## src/rtl/uvmt_cv32e40x_sl_obi_pkg.sv

```systemverilog
// Shared types for the OBI support-logic phase tracker.
package uvmt_cv32e40x_sl_obi_pkg;

  typedef enum logic {
    OBI_APH_IDLE,
    OBI_APH_WAIT
  } obi_aph_state_e;

endpackage

```

## src/rtl/uvmt_cv32e40x_sl_obi_phase_tracker.sv

```systemverilog
// Passive OBI port monitor: address/response handshake strobes, in-flight count,
// gnt wait counter and protocol error flags for downstream assertions.
module uvmt_cv32e40x_sl_obi_phase_tracker
  import uvmt_cv32e40x_sl_obi_pkg::*;
#(
  parameter int ATTR_W          = 1,
  parameter int MAX_OUTSTANDING = 2,
  parameter int WAIT_W          = 8,
  localparam int CNT_W          = $clog2(MAX_OUTSTANDING + 1)
) (
  input  logic              clk_i,
  input  logic              rst_ni,
  input  logic              obi_req_i,
  input  logic              obi_gnt_i,
  input  logic              obi_rvalid_i,
  input  logic [ATTR_W-1:0] obi_attr_i,
  output logic              req_fire_o,
  output logic              rsp_fire_o,
  output logic [ATTR_W-1:0] attr_o,
  output logic [CNT_W-1:0]  outstanding_o,
  output logic [WAIT_W-1:0] wait_cycles_o,
  output logic              err_unstable_o,
  output logic              err_overflow_o,
  output logic              err_underflow_o,
  output logic              err_sticky_o
);

  localparam logic [CNT_W-1:0] MAX_CNT = CNT_W'(MAX_OUTSTANDING);

  obi_aph_state_e    state_q, state_d;
  logic [ATTR_W-1:0] attr_q;
  logic [CNT_W-1:0]  cnt_d;

  function automatic logic [WAIT_W-1:0] sat_inc(input logic [WAIT_W-1:0] v);
    return (&v) ? v : v + WAIT_W'(1);
  endfunction

  assign req_fire_o      = obi_req_i && obi_gnt_i;
  // An rvalid with nothing in flight is an error, never a valid response.
  assign rsp_fire_o      = obi_rvalid_i && (outstanding_o != '0);
  assign attr_o          = req_fire_o ? obi_attr_i : '0;
  assign err_underflow_o = obi_rvalid_i && (outstanding_o == '0);
  assign err_overflow_o  = req_fire_o && !rsp_fire_o && (outstanding_o == MAX_CNT);

  always_comb begin
    state_d        = state_q;
    err_unstable_o = 1'b0;
    case (state_q)
      OBI_APH_IDLE: begin
        if (obi_req_i && !obi_gnt_i) state_d = OBI_APH_WAIT;
      end
      OBI_APH_WAIT: begin
        if (!obi_req_i) begin
          state_d        = OBI_APH_IDLE;
          err_unstable_o = 1'b1;
        end else begin
          if (obi_gnt_i) state_d = OBI_APH_IDLE;
          if (obi_attr_i != attr_q) err_unstable_o = 1'b1;
        end
      end
      default: state_d = OBI_APH_IDLE;
    endcase
  end

  always_ff @(posedge clk_i or negedge rst_ni) begin
    if (!rst_ni) begin
      state_q <= OBI_APH_IDLE;
      attr_q  <= '0;
    end else begin
      state_q <= state_d;
      if (state_q == OBI_APH_IDLE && state_d == OBI_APH_WAIT) attr_q <= obi_attr_i;
    end
  end

  always_ff @(posedge clk_i or negedge rst_ni) begin
    if (!rst_ni) begin
      wait_cycles_o <= '0;
    end else if (state_d == OBI_APH_WAIT) begin
      wait_cycles_o <= (state_q == OBI_APH_WAIT) ? sat_inc(wait_cycles_o) : WAIT_W'(1);
    end else begin
      wait_cycles_o <= '0;
    end
  end

  // A grant at full capacity is flagged and dropped; the count never exceeds MAX.
  always_comb begin
    cnt_d = outstanding_o;
    if (req_fire_o && !rsp_fire_o && outstanding_o != MAX_CNT) cnt_d = outstanding_o + CNT_W'(1);
    else if (rsp_fire_o && !req_fire_o)                         cnt_d = outstanding_o - CNT_W'(1);
  end

  always_ff @(posedge clk_i or negedge rst_ni) begin
    if (!rst_ni) outstanding_o <= '0;
    else         outstanding_o <= cnt_d;
  end

  always_ff @(posedge clk_i or negedge rst_ni) begin
    if (!rst_ni) err_sticky_o <= 1'b0;
    else         err_sticky_o <= err_sticky_o | err_unstable_o | err_overflow_o | err_underflow_o;
  end

endmodule

```

## config.mk

```make
export PLATFORM = sky130hd
export DESIGN_NAME = uvmt_cv32e40x_sl_obi_phase_tracker
export DESIGN_NICKNAME = d
export VERILOG_FILES = /design/src/rtl/uvmt_cv32e40x_sl_obi_pkg.sv /design/src/rtl/uvmt_cv32e40x_sl_obi_phase_tracker.sv
export SDC_FILE = /design/constraint.sdc
export NUM_CORES = 1
export LEC_CHECK = 0
export CORE_UTILIZATION = 45
export DETAILED_ROUTE_END_ITERATION = 10
export PLACE_DENSITY = 0.77
export SLEW_MARGIN = 0
export SYNTH_ARGS = -nofsm -noshare
export SYNTH_HDL_FRONTEND = slang
export SYNTH_SLANG_ARGS = --single-unit
```

## constraint.sdc

```tcl
create_clock -name clk_i -period 1.9 [get_ports clk_i]
set_input_delay 0.57 -clock clk_i [delete_from_list [all_inputs] [get_ports clk_i]]
set_output_delay 0.57 -clock clk_i [all_outputs]
set_load 0.02 [all_outputs]
```

==> results of run 1 <==
## stage by stage
step | cell area (um2) | hold slack [ns] | std cells | utilization | setup slack [ns]
2_1_floorplan | 780.7 | 0.2744 | 79 | - | 0.1428
3_3_place_gp | 1097 | 0.4625 | 124 | 0.7039 | -0.6084
3_5_place_dp | 1097 | 0.4615 | 124 | 0.7039 | -0.6532
4_1_cts | 1147 | 0.4828 | 134 | 0.7360 | 0.02021
5_1_grt | 1142 | 0.4960 | 134 | 0.7327 | 0.008488
6_report | 1142 | 0.4820 | 134 | 0.7327 | 0.04797
## worst max-delay path, cell delays in order
cell	delay, ns
clkdlybuf4s15_1	0.20
xnor2_1	0.15
a21boi_1	0.19
buf_4	0.17
## metal layers
metal	vias up	global-route usage	wire, um
met5	-	0	0
met4	0	0.09375	31
met3	5	0.06667	86
met2	18	0.3343	843
met1	374	0.3137	859
li1	374	-	-
## flip-flops by register name (all words and copies together), names as in the netlist
signal	cells
wait_cycles_o	8
outstanding_o	2
attr_q	1
err_sticky_o	1
state_q	1
## kinds of logic after synthesis
kind of cell	count (synthesis)	synth area share
fa+ha+maj	1	0.01602
mux	4	0.05289
buf+inv	7	0.04327
simple gates	34	0.2741
compound gates	18	0.1747
flops	13	0.4167
xor+xnor	2	0.02244
## cells in the final DEF (no fill, tap or decap), drive strengths merged, types with 2 or more instances in the layout
cell type and count:
a21boi 2, nand2 5, nor3 3, a21oi 4
nand3b 2, and4 2, clkbuf 6, nand2b 2
and3 2, o21ai 2, buf 21, a211oi 4
clkdlybuf4s50 4, mux2i 3, nor2 5, dfrtp 13
dlygate4sd2 8, inv 2, clkdlybuf4s15 5, nor4b 2
a31oi 3, nand4 2, nand3 4
## final timing paths
kind,to,cells past startpoint,slack [ns]
min,err_sticky_o$_DFF_PN0_,1,0.48
max,err_unstable_o,4,0.05
min reg2reg,err_sticky_o$_DFF_PN0_,1,0.48
min in group asynchronous,outstanding_o[0]$_DFFE_PN0P_,2,0.59
max reg2reg,err_sticky_o$_DFF_PN0_,9,0.26
max in group asynchronous,wait_cycles_o[5]$_DFFE_PN0P_,2,1.14
## cell type report
type / count / area (um2) / share of cell area
well taps: 16 / 20.02 / 0.01752
repair buffers: 40 / 341.6 / 0.2990
inverters: 2 / 7.507 / 0.006572
flip-flops and latches: 13 / 325.3 / 0.2848
multi-input cells: 59 / 421.7 / 0.3691
clock buffers: 4 / 26.28 / 0.02300
## power by group
group,leakage (nW),internal [W],switching (W)
clock network,0.0150,0.0000816,0.0000930
logic,0.350,0.0000687,0.0000710
registers,0.170,0.000288,0.0000131
## timing repair
action / 4_1_cts / 5_1_grt
pin swaps: 1 / 4
gates resized for setup: 36 / 6
setup endpoints to repair: 14 / 4
hold buffers: 0 / 0
setup buffers: 6 / 0
==> impl_metrics.ini, run 1 <==
[die]
die_x_um = 43.66
coreArea_mm2 = 0.001559
ios = 23
die_area_mm2 = 0.001906
rows = 14
die_h_um = 43.66
initial_core_util = 0.5008

[power]
ir_worst_vdd_mv = 0.2740
p_total_w = 0.0006157
p_leak_nw = 0.5352
power_density_mw_per_mm2 = 539.0

[global_routing]
grt_max_degree = 14
grt_pass1_vias = 677
grt.total_usage = 0.2275
grt.overflow.total = 0
grt_first_pass_wirelength_mm = 3.098
grt_antenna_before_repair = 0

[routing]
drt_iter0_markers = 15
routedWlPerCell_um = 13.59
drc = 1
avgViaCountPerCell = 5.754
vias = 771
final_antenna_net_count = 0
wirelength_mm = 1.821
drtPass1Iterations = 7

[yosys]
ys_seq_area_frac = 0.4167
ys.flop_type = dfrtp_1
yosys-top-cells-count = dfrtp_1, nand2_1, nor2_1, a21oi_1, nand3_1
syn-num-nets = 86
synth_seq_cells = 13
synthTopCellsByArea = dfrtp_1, a211oi_2, mux2i_1, a21oi_1, nand3_1
synth_cells = 79
async_reset_ff_frac = 1.000
synth_top_area_share = 0.4167
synth_edf_count = 0
synth_most_common_cell = dfrtp_1
avgSynthCellArea_um2 = 9.883
synth_area_um2 = 780.7
yosys.area.top_type = dfrtp_1
ys_types = 37
yosysWarnings = 0

[setup_path]
worstPathArrival_ns = 1.28
path_class = in -> out
startpoint_type = input pin
worst-path-max-fanout = 3
required_ns = 1.33
crit_start = obi_attr_i
worst_setup_path_end_kind = output pin
timing.rr.start = outstanding_o[1]$_DFFE_PN0P_

[timing]
setup_viol = 0
rsz0062_at_grt = false
finalHoldViolations = 0
skew_ns = 0.003641
period_share = 0.9748
relSlewSlack = 0.8211
fin_setup_tns_ns = 0
drv_slew = 0
max_freq_mhz = 539.9
period_needed_ns = 1.852
tightest_slew_ns = 0.2647

[final_layout]
syn2layout_area_growth_pct = 46.31
num-fill-cells = 131
antenna_cells = 0
drive_gt1_frac = 0.2881
final_nets = 126

[job]
cap_violations = 0

[clock_network]
root_buffer = clkbuf_4
clock-sinks = 13
insertion_delay_ns = 0.28
clock_path_buffers = 2
cts_buffers = 3
path_clk_slew_ns = 0.08
htreeDepth = 1
cts_tree = built

[hold_path]
hp-start = err_sticky_o$_DFF_PN0_
worstHoldPathType = reg -> reg

[status]
status = finished, violations left
violations = design-rule violations

[placement]
hpwl_mm = 1.330
io_buffers = 22
globalplace.congestion = 0.8135
No activity file was read; power rests on OpenSTA's default activity.
==> run 2: changes to the inputs <==
Settings changed: GPL_TIMING_DRIVEN set to 0.
==> impl_metrics.ini, run 2 (synthesis gave the netlist of run 1 again) <==
[status]
status = finished, violations left
violations = design-rule violations

[timing]
max_freq_mhz = 541.2
whs_ns = 0.4790
rsz0062_at_grt = false
skew_ns = 0.0005693
period_share = 0.9724
finalHoldViolations = 0
tightest_slew_ns = 0.5937
setup_slack_ns = 0.05237
drv_slew = 0
period_needed_ns = 1.848
setup_viol = 0
relSlewSlack = 0.6030

[global_routing]
grt_first_pass_wirelength_mm = 2.877
grt.overflow.total = 0
grt_antenna_before_repair = 0
grt_max_degree = 14
grt.total_usage = 0.2120
grt_pass1_vias = 645

[final_layout]
final_cell_mix = dfrtp_1, buf_2, clkdlybuf4s50_1, dlygate4sd2_1
syn2layout_area_growth_pct = 30.45
top_regs = wait_cycles_o (8), outstanding_o (2)
final_common_cell = dfrtp_1
drive_gt1_frac = 0.2286
largest_reg_flops = 8
antenna_cells = 0
final_nets = 113
top_register = wait_cycles_o

[placement]
io_buffers = 22
hpwl_mm = 1.229
globalplace.congestion = 0.7885
dp_slack_ns = -0.7524

[job]
cap_violations = 0

[clock_network]
hold_buffers = 0
path_clk_slew_ns = 0.08
clock_path_buffers = 2
htreeDepth = 1
cts_buffers = 3
clock-sinks = 13
root_buffer = clkbuf_4
cts_tree = built
insertion_delay_ns = 0.27
post_cts_buffers = 0

[setup_path]
path_class = in -> out
startpoint_type = input pin
worst-path-max-fanout = 8
required_ns = 1.33
worst_setup_path_end_kind = output pin
worstPathArrival_ns = 1.28
crit_start = obi_req_i
timing.rr.start = wait_cycles_o[0]$_DFFE_PN0P_

[die]
die_x_um = 43.66
die_h_um = 43.66
initial_core_util = 0.5008
coreArea_mm2 = 0.001559
rows = 14
ios = 23
die_area_mm2 = 0.001906

[power]
power_density_mw_per_mm2 = 583.7
ir_worst_vdd_mv = 0.3148
p_leak_nw = 0.4714

[hold_path]
hp-start = err_sticky_o$_DFF_PN0_
worstHoldPathType = reg -> reg

[routing]
final_antenna_net_count = 0
drc = 2
drtPass1Iterations = 7
routedWlPerCell_um = 14.68
drt_iter0_markers = 24
avgViaCountPerCell = 6.157
wirelength_mm = 1.776
vias = 745
## run 2: where the power goes
part / internal (W) / switching [W]
combinational: 0.0000559 / 0.0000708
clock: 0.0000814 / 0.0000888
sequential: 0.000288 / 0.00000932
## run 2: area by class of cell
cell class,instances,area (um2)
buffer,5,27.53
clock buffer,4,26.28
fill,131,540.5
inverter,2,7.507
multi-input combinational,59,429.2
sequential,13,325.3
tap,16,20.02
timing repair buffer,22,182.7
## run 2: metrics by stage
stage                     setup TNS (ns)    util  instances  area (um2)  power [W]
after floorplan                        0       -         79       780.7  0.0003738
after global placement            -4.030  0.6549        117        1021  0.0004342
after detailed placement          -4.107  0.6549        117        1021  0.0004366
after CTS                              0  0.6653        121        1037  0.0006072
after global routing                   0  0.6533        121        1018  0.0006269
final                                  0  0.6533        121        1018  0.0005945
## run 2: repair_timing
item | 4_1_cts | 5_1_grt
gates cloned | 0 | 0
setup endpoints to repair | 12 | 5
pin swaps | 1 | 1
gates resized for setup | 38 | 6
## run 2: per-layer routing
layer / part of all wire / wire [um] / global-route usage
met1: 0.42 / 745 / 0.2606
met2: 0.50 / 895 / 0.3433
met4: 0.025 / 44 / 0.1125
met3: 0.052 / 92 / 0.05000
met5: 0 / 0 / 0
## run 2: worst max-delay path, cell delays in order
cell and delay, ns:
clkdlybuf4s15_2 0.27, and2_4 0.18, clkdlybuf4s15_2 0.25
## run 2: worst paths after layout
check | endpoint | slack, ns | cells past startpoint
max | req_fire_o | 0.05 | 3
min | err_sticky_o$_DFF_PN0_ | 0.48 | 1
max reg2reg | wait_cycles_o[7]$_DFFE_PN0P_ | 0.42 | 5
min reg2reg | err_sticky_o$_DFF_PN0_ | 0.48 | 1
max in group asynchronous | state_q$_DFF_PN0_ | 0.85 | 1
min in group asynchronous | outstanding_o[0]$_DFFE_PN0P_ | 0.67 | 1
